[src/rtl/pwm_dac.sv]
// pwm_dac: double-buffered PWM DAC output stage.
// A BITS-wide duty code arrives over a valid/ready handshake, waits in a
// one-deep pending buffer, and is loaded into the PWM generator only on a
// period boundary. The output therefore never glitches in the middle of a period.
// Optional feature macro: PWM_SLEW_EN. When it is defined, duty_active ramps
// toward the requested code by at most STEP per period. When it is undefined,
// duty_active jumps straight to the requested code.
//
// Handshake: a transfer happens on every rising clk edge where
// code_valid && code_ready. code_ready is high exactly when the pending buffer
// is empty. Once the upstream raises code_valid, it must hold code_in stable
// until the transfer completes, so no code is ever dropped.
module pwm_dac #(
  parameter int BITS     = 12,
  parameter int PRESCALE = 1,
  parameter int STEP     = 256
) (
  input  logic            clk,
  input  logic            rst_n,
  input  logic [BITS-1:0] code_in,
  input  logic            code_valid,
  output logic            code_ready,
  output logic            pwm_out,
  output logic            period_start,
  output logic [BITS-1:0] duty_active
);

  localparam int PW = (PRESCALE > 1) ? $clog2(PRESCALE) : 1;
  localparam logic [PW-1:0]   PRE_MAX = PW'(PRESCALE - 1);
  // The last count value in a period is 2^BITS-2, so a period is 2^BITS-1 ticks long.
  localparam logic [BITS-1:0] CNT_MAX = {{(BITS-1){1'b1}}, 1'b0};

  // Stop elaboration if the parameters are outside their meaningful range.
  generate
    if (PRESCALE < 1 || STEP < 1 || STEP > (2**BITS) - 1) begin : g_bad_param
      $error("pwm_dac: PRESCALE must be >= 1 and STEP must be in 1..2^BITS-1");
    end
  endgenerate

  logic [PW-1:0]   pre_q, pre_d;
  logic [BITS-1:0] cnt_q, cnt_d;
  logic [BITS-1:0] pend_q, pend_d;
  logic            pend_full_q, pend_full_d;
  logic [BITS-1:0] target_q, target_d;
  logic [BITS-1:0] duty_q, duty_d;
  logic            pwm_q, pwm_d;
  logic            ps_q, ps_d;
  logic            tick;
  logic            boundary;
  logic            accept;

  // Prescaler and period counter. A boundary is the last tick of a period.
  always_comb begin
    tick     = (pre_q == PRE_MAX);
    boundary = tick && (cnt_q == CNT_MAX);
    pre_d    = tick ? '0 : pre_q + 1'b1;
    cnt_d    = cnt_q;
    if (tick) begin
      cnt_d = (cnt_q == CNT_MAX) ? '0 : cnt_q + 1'b1;
    end
  end

  // Pending buffer and target. A code accepted during the boundary cycle
  // cannot be drained in that same cycle, because the buffer was empty then.
  // That code therefore waits for the next boundary.
  always_comb begin
    accept      = code_valid && !pend_full_q;
    pend_d      = pend_q;
    pend_full_d = pend_full_q;
    target_d    = target_q;
    if (boundary && pend_full_q) begin
      target_d    = pend_q;
      pend_full_d = 1'b0;
    end
    if (accept) begin
      pend_d      = code_in;
      pend_full_d = 1'b1;
    end
  end

`ifdef PWM_SLEW_EN
  localparam logic [BITS:0]   STEP_W = (BITS+1)'(STEP);
  localparam logic [BITS-1:0] STEP_N = BITS'(STEP);
  logic [BITS:0] tgt_w, dty_w, up_w, dn_lim_w;

  // At each boundary, move duty toward the freshly updated target by at most
  // STEP. The math is one bit wider so it cannot overflow or underflow.
  always_comb begin
    tgt_w    = {1'b0, target_d};
    dty_w    = {1'b0, duty_q};
    up_w     = dty_w + STEP_W;
    dn_lim_w = tgt_w + STEP_W;
    duty_d   = duty_q;
    if (boundary) begin
      if (tgt_w > dty_w) begin
        duty_d = (up_w >= tgt_w) ? target_d : up_w[BITS-1:0];
      end else if (dty_w > tgt_w) begin
        duty_d = (dty_w <= dn_lim_w) ? target_d : duty_q - STEP_N;
      end
    end
  end
`else
  // At each boundary, duty jumps directly to the freshly updated target.
  always_comb begin
    duty_d = duty_q;
    if (boundary) begin
      duty_d = target_d;
    end
  end
`endif

  // Next values for the registered PWM compare and the period-start pulse.
  always_comb begin
    pwm_d = (cnt_q < duty_q);
    ps_d  = boundary;
  end

  // State registers. Reset clears everything, including any pending code.
  always_ff @(posedge clk or negedge rst_n) begin
    if (!rst_n) begin
      pre_q       <= '0;
      cnt_q       <= '0;
      pend_q      <= '0;
      pend_full_q <= 1'b0;
      target_q    <= '0;
      duty_q      <= '0;
      pwm_q       <= 1'b0;
      ps_q        <= 1'b0;
    end else begin
      pre_q       <= pre_d;
      cnt_q       <= cnt_d;
      pend_q      <= pend_d;
      pend_full_q <= pend_full_d;
      target_q    <= target_d;
      duty_q      <= duty_d;
      pwm_q       <= pwm_d;
      ps_q        <= ps_d;
    end
  end

  assign code_ready   = !pend_full_q;
  assign pwm_out      = pwm_q;
  assign period_start = ps_q;
  assign duty_active  = duty_q;

endmodule

[config.mk]
export PLATFORM = sky130hd
export DESIGN_NAME = pwm_dac
export DESIGN_NICKNAME = d
export VERILOG_FILES = /design/src/rtl/pwm_dac.sv
export SDC_FILE = /design/constraint.sdc
export NUM_CORES = 1
export LEC_CHECK = 0
export CAP_MARGIN = 10
export CORE_MARGIN = 5
export CORE_UTILIZATION = 50
export CTS_CLUSTER_DIAMETER = 120
export DETAILED_ROUTE_END_ITERATION = 7
export GPL_TIMING_DRIVEN = 0
export PLACE_DENSITY_LB_ADDON = 0.15
export SLEW_MARGIN = 15
export SYNTH_ARGS = -nofsm -noshare
export SYNTH_HDL_FRONTEND = slang
export SYNTH_SLANG_ARGS = --single-unit
[constraint.sdc]
create_clock -name clk -period 1.8 [get_ports clk]
set_clock_uncertainty 0.2 [all_clocks]
set_input_delay 0.45 -clock clk [delete_from_list [all_inputs] [get_ports clk]]
set_output_delay 0.45 -clock clk [all_outputs]
set_load 0.005 [all_outputs]
# --- Yosys cells after proc, flatten, opt, wreduce, memory -nomap -nowiden ---
# Index checks and enable logic that the tools add are counted.
word_totals:
  register_bits: 52
  out_inout_bits: 15
  elab_cells: 23
op_classes:
  n_addsub: 2
  magnitude_cmp: 1
  n_eq_ne: 1
  muxes: 5
  bitwise: 1
  reduce_logical: 5
op_table:
  columns: ["op", "n"]
  rows:
  - ["$mux W12", 2]
  - ["$add A12 B1 Y12 const B", 1]
  - ["$eq A12 B12 Y1 const B", 1]
  - ["$lt A12 B12 Y1", 1]
  - ["$logic_and A1 B1 Y1", 3]
  - ["$mux W1", 3]
  - ["$reduce_bool A2 Y1", 1]
  - ["$add A1 B1 Y1 const B", 1]
  - ["$logic_not A1 Y1", 1]
  - ["$not A1 Y1", 1]

# --- Depth between registers and ports, before layout ---
depth:
  ltp_word: 5
  mapped_depth: 7
  mapped_depth_nobuf: 6

# --- Worst setup path before layout ---
# OpenSTA, ideal clock, no wires.
synth_timing:
  path_type: "reg-to-reg"
  start: "register cnt_q[2]"
  end: "register target_q[10]"
  setup_time_ps: 125
  arrival_ps: 1399
  required_ps: 1475
  path_slack_ps: 76
  stages_incl_launch_ff: 6
  path_buffers: 1
  cell_sequence: "dfrtp_1 nand4_1 nor3_2 nand4_2 buf_6 mux2_4"
synth_via:
  elab_chain_cells: 4
synth_rtl:
  columns: ["item", "line_no", "source"]
  rows:
  - ["start, declared", "41", "logic [BITS-1:0] cnt_q, cnt_d;"]
  - ["start signal, assigned", "131", "cnt_q <= cnt_d;"]
  - ["$eq A12 B12 Y1", "55", "boundary = tick && (cnt_q == CNT_MAX);"]
  - ["$logic_and A1 B1 Y1", "55", null]
  - ["$logic_and A1 B1 Y1", "71", "if (boundary && pend_full_q) begin"]
  - ["$mux W12", "71", null]
  - ["net target_d[10]", "44", "logic [BITS-1:0] target_q, target_d;"]
  - ["end signal, assigned", "134", "target_q <= target_d;"]
  - ["end, declared", "44", null]
# The timed path passes the listed nets, and every way through them passes these cells.
# A chain may end at the register's enable or synchronous reset.

# --- Worst setup path in the final report ---
layout_timing:
  start: "register cnt_q[5]"
  end: "register target_q[9]"
# Same word-level chain as after synthesis.

==> flow_results.xml <==
<?xml version="1.0" encoding="UTF-8"?>
<metrics>
  <group name="run_status">
    <metric name="result_of_the_run" unit="">finished, violations left</metric>
    <metric name="failing_checks" unit="">setup timing</metric>
  </group>
  <group name="detailed_routing">
    <metric name="drt_pass1_iterations" unit="">4</metric>
    <metric name="vias" unit="">1769</metric>
    <metric name="detail_route.wl_per_cell" unit="microns">15.0</metric>
    <metric name="postRouteAntennaNets" unit="">0</metric>
    <metric name="detail_route.wirelength" unit="microns">5120</metric>
    <metric name="drt_drc_violations_left" unit="">0</metric>
    <metric name="avgViaCountPerCell" unit="">5.19</metric>
    <metric name="drtIter0Drc" unit="">97</metric>
  </group>
  <group name="timing">
    <metric name="timing.slew.headroom" unit="%">70.7</metric>
    <metric name="fmaxAchievable" unit="GHz">0.549</metric>
    <metric name="setup_violations" unit="">9</metric>
    <metric name="post-route-worst-setup-slack" unit="ns">-0.0224</metric>
    <metric name="timing_worst_slew_pin_value" unit="ns">0.440</metric>
    <metric name="setup_tns" unit="ns">-0.127</metric>
    <metric name="final_period_utilization" unit="%">101</metric>
    <metric name="finalMaxSlewViolations" unit="">0</metric>
    <metric name="final.min_clock_period" unit="ns">1.82</metric>
    <metric name="setup_repair_after_global_routing_missed_its_margin" unit="">yes</metric>
    <metric name="hold_viol_final" unit="">0</metric>
  </group>
  <group name="synthesis">
    <metric name="synth-compound-area-share" unit="%">5.58</metric>
    <metric name="synthDistinctLibCells" unit="">30</metric>
    <metric name="simple_gate_share_of_the_synthesized_area" unit="%">11.1</metric>
    <metric name="synth_sequential_area_ratio" unit="%">52.2</metric>
    <metric name="number_of_storage_elements_in_the_synthesis_netlist" unit="">51</metric>
    <metric name="synthesis.area_per_instance" unit="sq um">11.7</metric>
    <metric name="syn_nets" unit="">237</metric>
    <metric name="synthCells" unit="">209</metric>
    <metric name="synth.mux.area_fraction" unit="%">17.4</metric>
    <metric name="post_synth_fa_ha_maj_area_fraction" unit="%">6.66</metric>
    <metric name="synth-warning-count" unit="">0</metric>
    <metric name="synth_top_family_by_area" unit="">multiplexers</metric>
    <metric name="syn-cell-area" unit="sq um">2440</metric>
    <metric name="synthXorXnorAreaFrac" unit="%">2.87</metric>
  </group>
  <group name="finish">
    <metric name="area_delta_synth_final" unit="%">34.4</metric>
    <metric name="layout-drive-gt1-share" unit="%">32.1</metric>
    <metric name="antennaDiodeCount" unit="">0</metric>
    <metric name="layout.cells.non_filler" unit="">341</metric>
    <metric name="layout_commonest_cell" unit="">sky130_fd_sc_hd__dfrtp_1</metric>
    <metric name="nNetsFinal" unit="">301</metric>
    <metric name="layout.cells.most_common_list" unit="">48 x sky130_fd_sc_hd__dfrtp_1, 23 x sky130_fd_sc_hd__buf_4, 18 x sky130_fd_sc_hd__nand2_1</metric>
  </group>
  <group name="hold_path">
    <metric name="holdPathStages" unit="">1</metric>
    <metric name="min_to" unit="">target_q[0]$_DFF_PN0_</metric>
    <metric name="hold_path_class" unit="">reg -&gt; reg</metric>
    <metric name="worst_hold_startpoint" unit="">target_q[0]$_DFF_PN0_</metric>
  </group>
  <group name="global_routing">
    <metric name="globalRouteMet3Util" unit="%">4.29</metric>
    <metric name="global_route.peak_usage_layer" unit="">met2</metric>
    <metric name="globalRouteOverflowTotal" unit="">0</metric>
    <metric name="antenna_found_initial" unit="">0</metric>
    <metric name="first_global_vias" unit="">1734</metric>
    <metric name="grt_use_met2" unit="%">27.9</metric>
    <metric name="global_route_wire_length_before_repair" unit="microns">8340</metric>
    <metric name="gr-usage-all-layers" unit="%">16.9</metric>
    <metric name="met1_usage" unit="%">22.0</metric>
    <metric name="grt_start_max_net_pins" unit="">35</metric>
  </group>
  <group name="placement">
    <metric name="port_buffers" unit="">29</metric>
    <metric name="global_placement_routability_congestion" unit="">0.735</metric>
    <metric name="dp_hpwl" unit="microns">3380</metric>
    <metric name="place.detailed.instances" unit="">306</metric>
  </group>
  <group name="floorplanning">
    <metric name="floorplan.die.height" unit="microns">79.9</metric>
    <metric name="core_area" unit="sq um">4720</metric>
    <metric name="die_area" unit="sq um">6390</metric>
    <metric name="fp-row-count" unit="">25</metric>
    <metric name="design.portCount" unit="">30</metric>
    <metric name="floorplan.initialDensity" unit="%">51.7</metric>
    <metric name="die_x" unit="microns">79.9</metric>
  </group>
  <group name="power">
    <metric name="powerDensity" unit="nW/um^2">622</metric>
    <metric name="peakVddDrop" unit="mV">0.410</metric>
    <metric name="post-layout-total-power" unit="mW">2.04</metric>
    <metric name="power.static_leakage" unit="nW">1.66</metric>
  </group>
  <group name="worst_setup_path">
    <metric name="worst-endpoint-arrival" unit="ns">1.81</metric>
    <metric name="crit_type" unit="">reg -&gt; reg</metric>
    <metric name="worstSetupEndpointType" unit="">flip-flop</metric>
    <metric name="reg2reg_from" unit="">cnt_q[5]$_DFF_PN0_</metric>
    <metric name="r2r_cells" unit="">5</metric>
    <metric name="timing.critical_path.slowest_cell_delay" unit="ns">0.41</metric>
    <metric name="regToRegEndpoint" unit="">target_q[9]$_DFF_PN0_</metric>
    <metric name="timing.critical_path.from_type" unit="">flip-flop</metric>
    <metric name="required" unit="ns">1.79</metric>
    <metric name="critPathLaunch" unit="">cnt_q[5]$_DFF_PN0_</metric>
    <metric name="timing.critical_path.fanout_max" unit="">10</metric>
    <metric name="setup.reg_to_reg.worst_slack" unit="ns">-0.02</metric>
    <metric name="worst_path_max_delay_cell" unit="">sky130_fd_sc_hd__dfrtp_1</metric>
    <metric name="crit_path_cell_trace" unit="">nand4_1, nor3_2, nand4_4, buf_12, mux2_4</metric>
  </group>
  <group name="clocking">
    <metric name="tritoncts" unit="">done</metric>
    <metric name="ctsHtreeMaxLevel" unit="">2</metric>
    <metric name="cts-root-to-sink-buffers" unit="">2</metric>
    <metric name="cts_root_buffer" unit="">sky130_fd_sc_hd__clkbuf_8</metric>
    <metric name="cts_made_buffers" unit="">5</metric>
    <metric name="clk_latency" unit="ns">0.30</metric>
    <metric name="numClockSinks" unit="">51</metric>
    <metric name="path_clk_slew" unit="ns">0.09</metric>
  </group>
  <group name="job">
    <metric name="max-cap-violations" unit="">0</metric>
  </group>
</metrics>
[worst max-delay path by stage]
stage	endpoint	slack (ns)	cells past startpoint
floorplan	target_q[10]$_DFF_PN0_	0.08	5
global placement	pend_q[0]$_DFFE_PN0P_	-1.44	1
detailed placement	pend_q[5]$_DFFE_PN0P_	-0.43	4
CTS	target_q[3]$_DFF_PN0_	0.003	5
global route	target_q[3]$_DFF_PN0_	-0.06	5
finish	target_q[9]$_DFF_PN0_	-0.02	5
[layer usage]
metal	up-vias	share of wire (%)
met1	853	44
met3	13	5.2
met4	0	1.6
li1	854	-
met5	-	0
met2	49	49
[power breakdown]
group | internal [mW] | switching [mW] | total [mW]
clock | 0.350 | 0.376 | 0.726
sequential | 1.18 | 0.0263 | 1.21
combinational | 0.0685 | 0.0415 | 0.110
[logic make-up (layout without fill, tap and decap cells)]
logic type	Yosys count	in the layout
compound gates	25	25
buf+inv	22	87
flops	51	51
mux	36	36
xor+xnor	8	8
simple gates	54	54
fa+ha+maj	13	13
[critical path, delay by kind of cell (launching register included)]
kind / cells / cell delay [ns]
buffers and inverters: 1 / 0.19
flip-flops: 1 / 0.41
AND/OR/NAND/NOR: 3 / 0.62
multiplexers: 1 / 0.29
[per-stage QoR]
step	instance area (sq um)	hold WS [ns]	utilization (%)	setup slack [ns]
2_1_floorplan	2440	-0.0456	-	0.0757
4_1_cts	3100	0.318	65.7	0.00344
5_1_grt	3280	0.335	69.5	-0.0566
3_5_place_dp	2830	0.212	60.0	-0.429
6_report	3280	0.318	69.5	-0.0224
3_3_place_gp	2820	0.288	59.7	-1.44
[final cells by class]
type | count | area [sq um]
timing repair buffer | 57 | 515
tap | 67 | 83.8
sequential | 51 | 1280
clock buffer | 7 | 96.3
inverter | 14 | 52.6
buffer | 8 | 106
clock inverter | 1 | 7.51
multi-input combinational | 136 | 1140
fill | 335 | 1440
[flip-flops by register name, indices dropped and copies added, names as in the netlist]
register	flops
cnt_q	12
duty_active	12
pend_q	12
target_q	12
pend_full_q	1
period_start	1
pwm_out	1
[synth_stat cells]
cell type                   number  share of area, %
sky130_fd_sc_hd__nor3_2          1              0.41
sky130_fd_sc_hd__o21ai_0        18               3.7
sky130_fd_sc_hd__nor2b_1         1              0.26
sky130_fd_sc_hd__nand3_1         5               1.0
sky130_fd_sc_hd__nor4_1          2              0.51
sky130_fd_sc_hd__mux2_2         15               6.9
sky130_fd_sc_hd__mux2_4          9               5.5
sky130_fd_sc_hd__a2111oi_0       1              0.36
sky130_fd_sc_hd__mux2i_1        12               4.9
sky130_fd_sc_hd__o21a_1          2              0.61
sky130_fd_sc_hd__nand4_2         1              0.51
sky130_fd_sc_hd__and2_2          1              0.31
sky130_fd_sc_hd__and2_1          1              0.26
sky130_fd_sc_hd__dfrtp_1        51                52
sky130_fd_sc_hd__xnor2_1         2              0.72
sky130_fd_sc_hd__clkbuf_1        1              0.15
sky130_fd_sc_hd__xor2_1          6               2.2
sky130_fd_sc_hd__a21oi_1         3              0.61
sky130_fd_sc_hd__nand2_1        19               2.9
sky130_fd_sc_hd__buf_2           5               1.0
sky130_fd_sc_hd__nand2b_1        1              0.26
sky130_fd_sc_hd__a21o_1          1              0.31
sky130_fd_sc_hd__ha_1           13               6.7
sky130_fd_sc_hd__inv_1          14               2.2
sky130_fd_sc_hd__nor3_1          1              0.20
sky130_fd_sc_hd__and4_2          1              0.41
sky130_fd_sc_hd__and4_1          1              0.36
sky130_fd_sc_hd__nand4_1         7               1.8
sky130_fd_sc_hd__buf_6           2              0.92
sky130_fd_sc_hd__nor2_1         12               1.8
[repair_timing]
item,in CTS,in global routing
hold buffers,1,0
gates cloned,0,2
pin swaps,3,4
buffers inserted,17,7
resized for setup,29,31
hold endpoints to repair,17,0
endpoints found under the setup margin,55,36
Power figures use the tool's default switching activity.
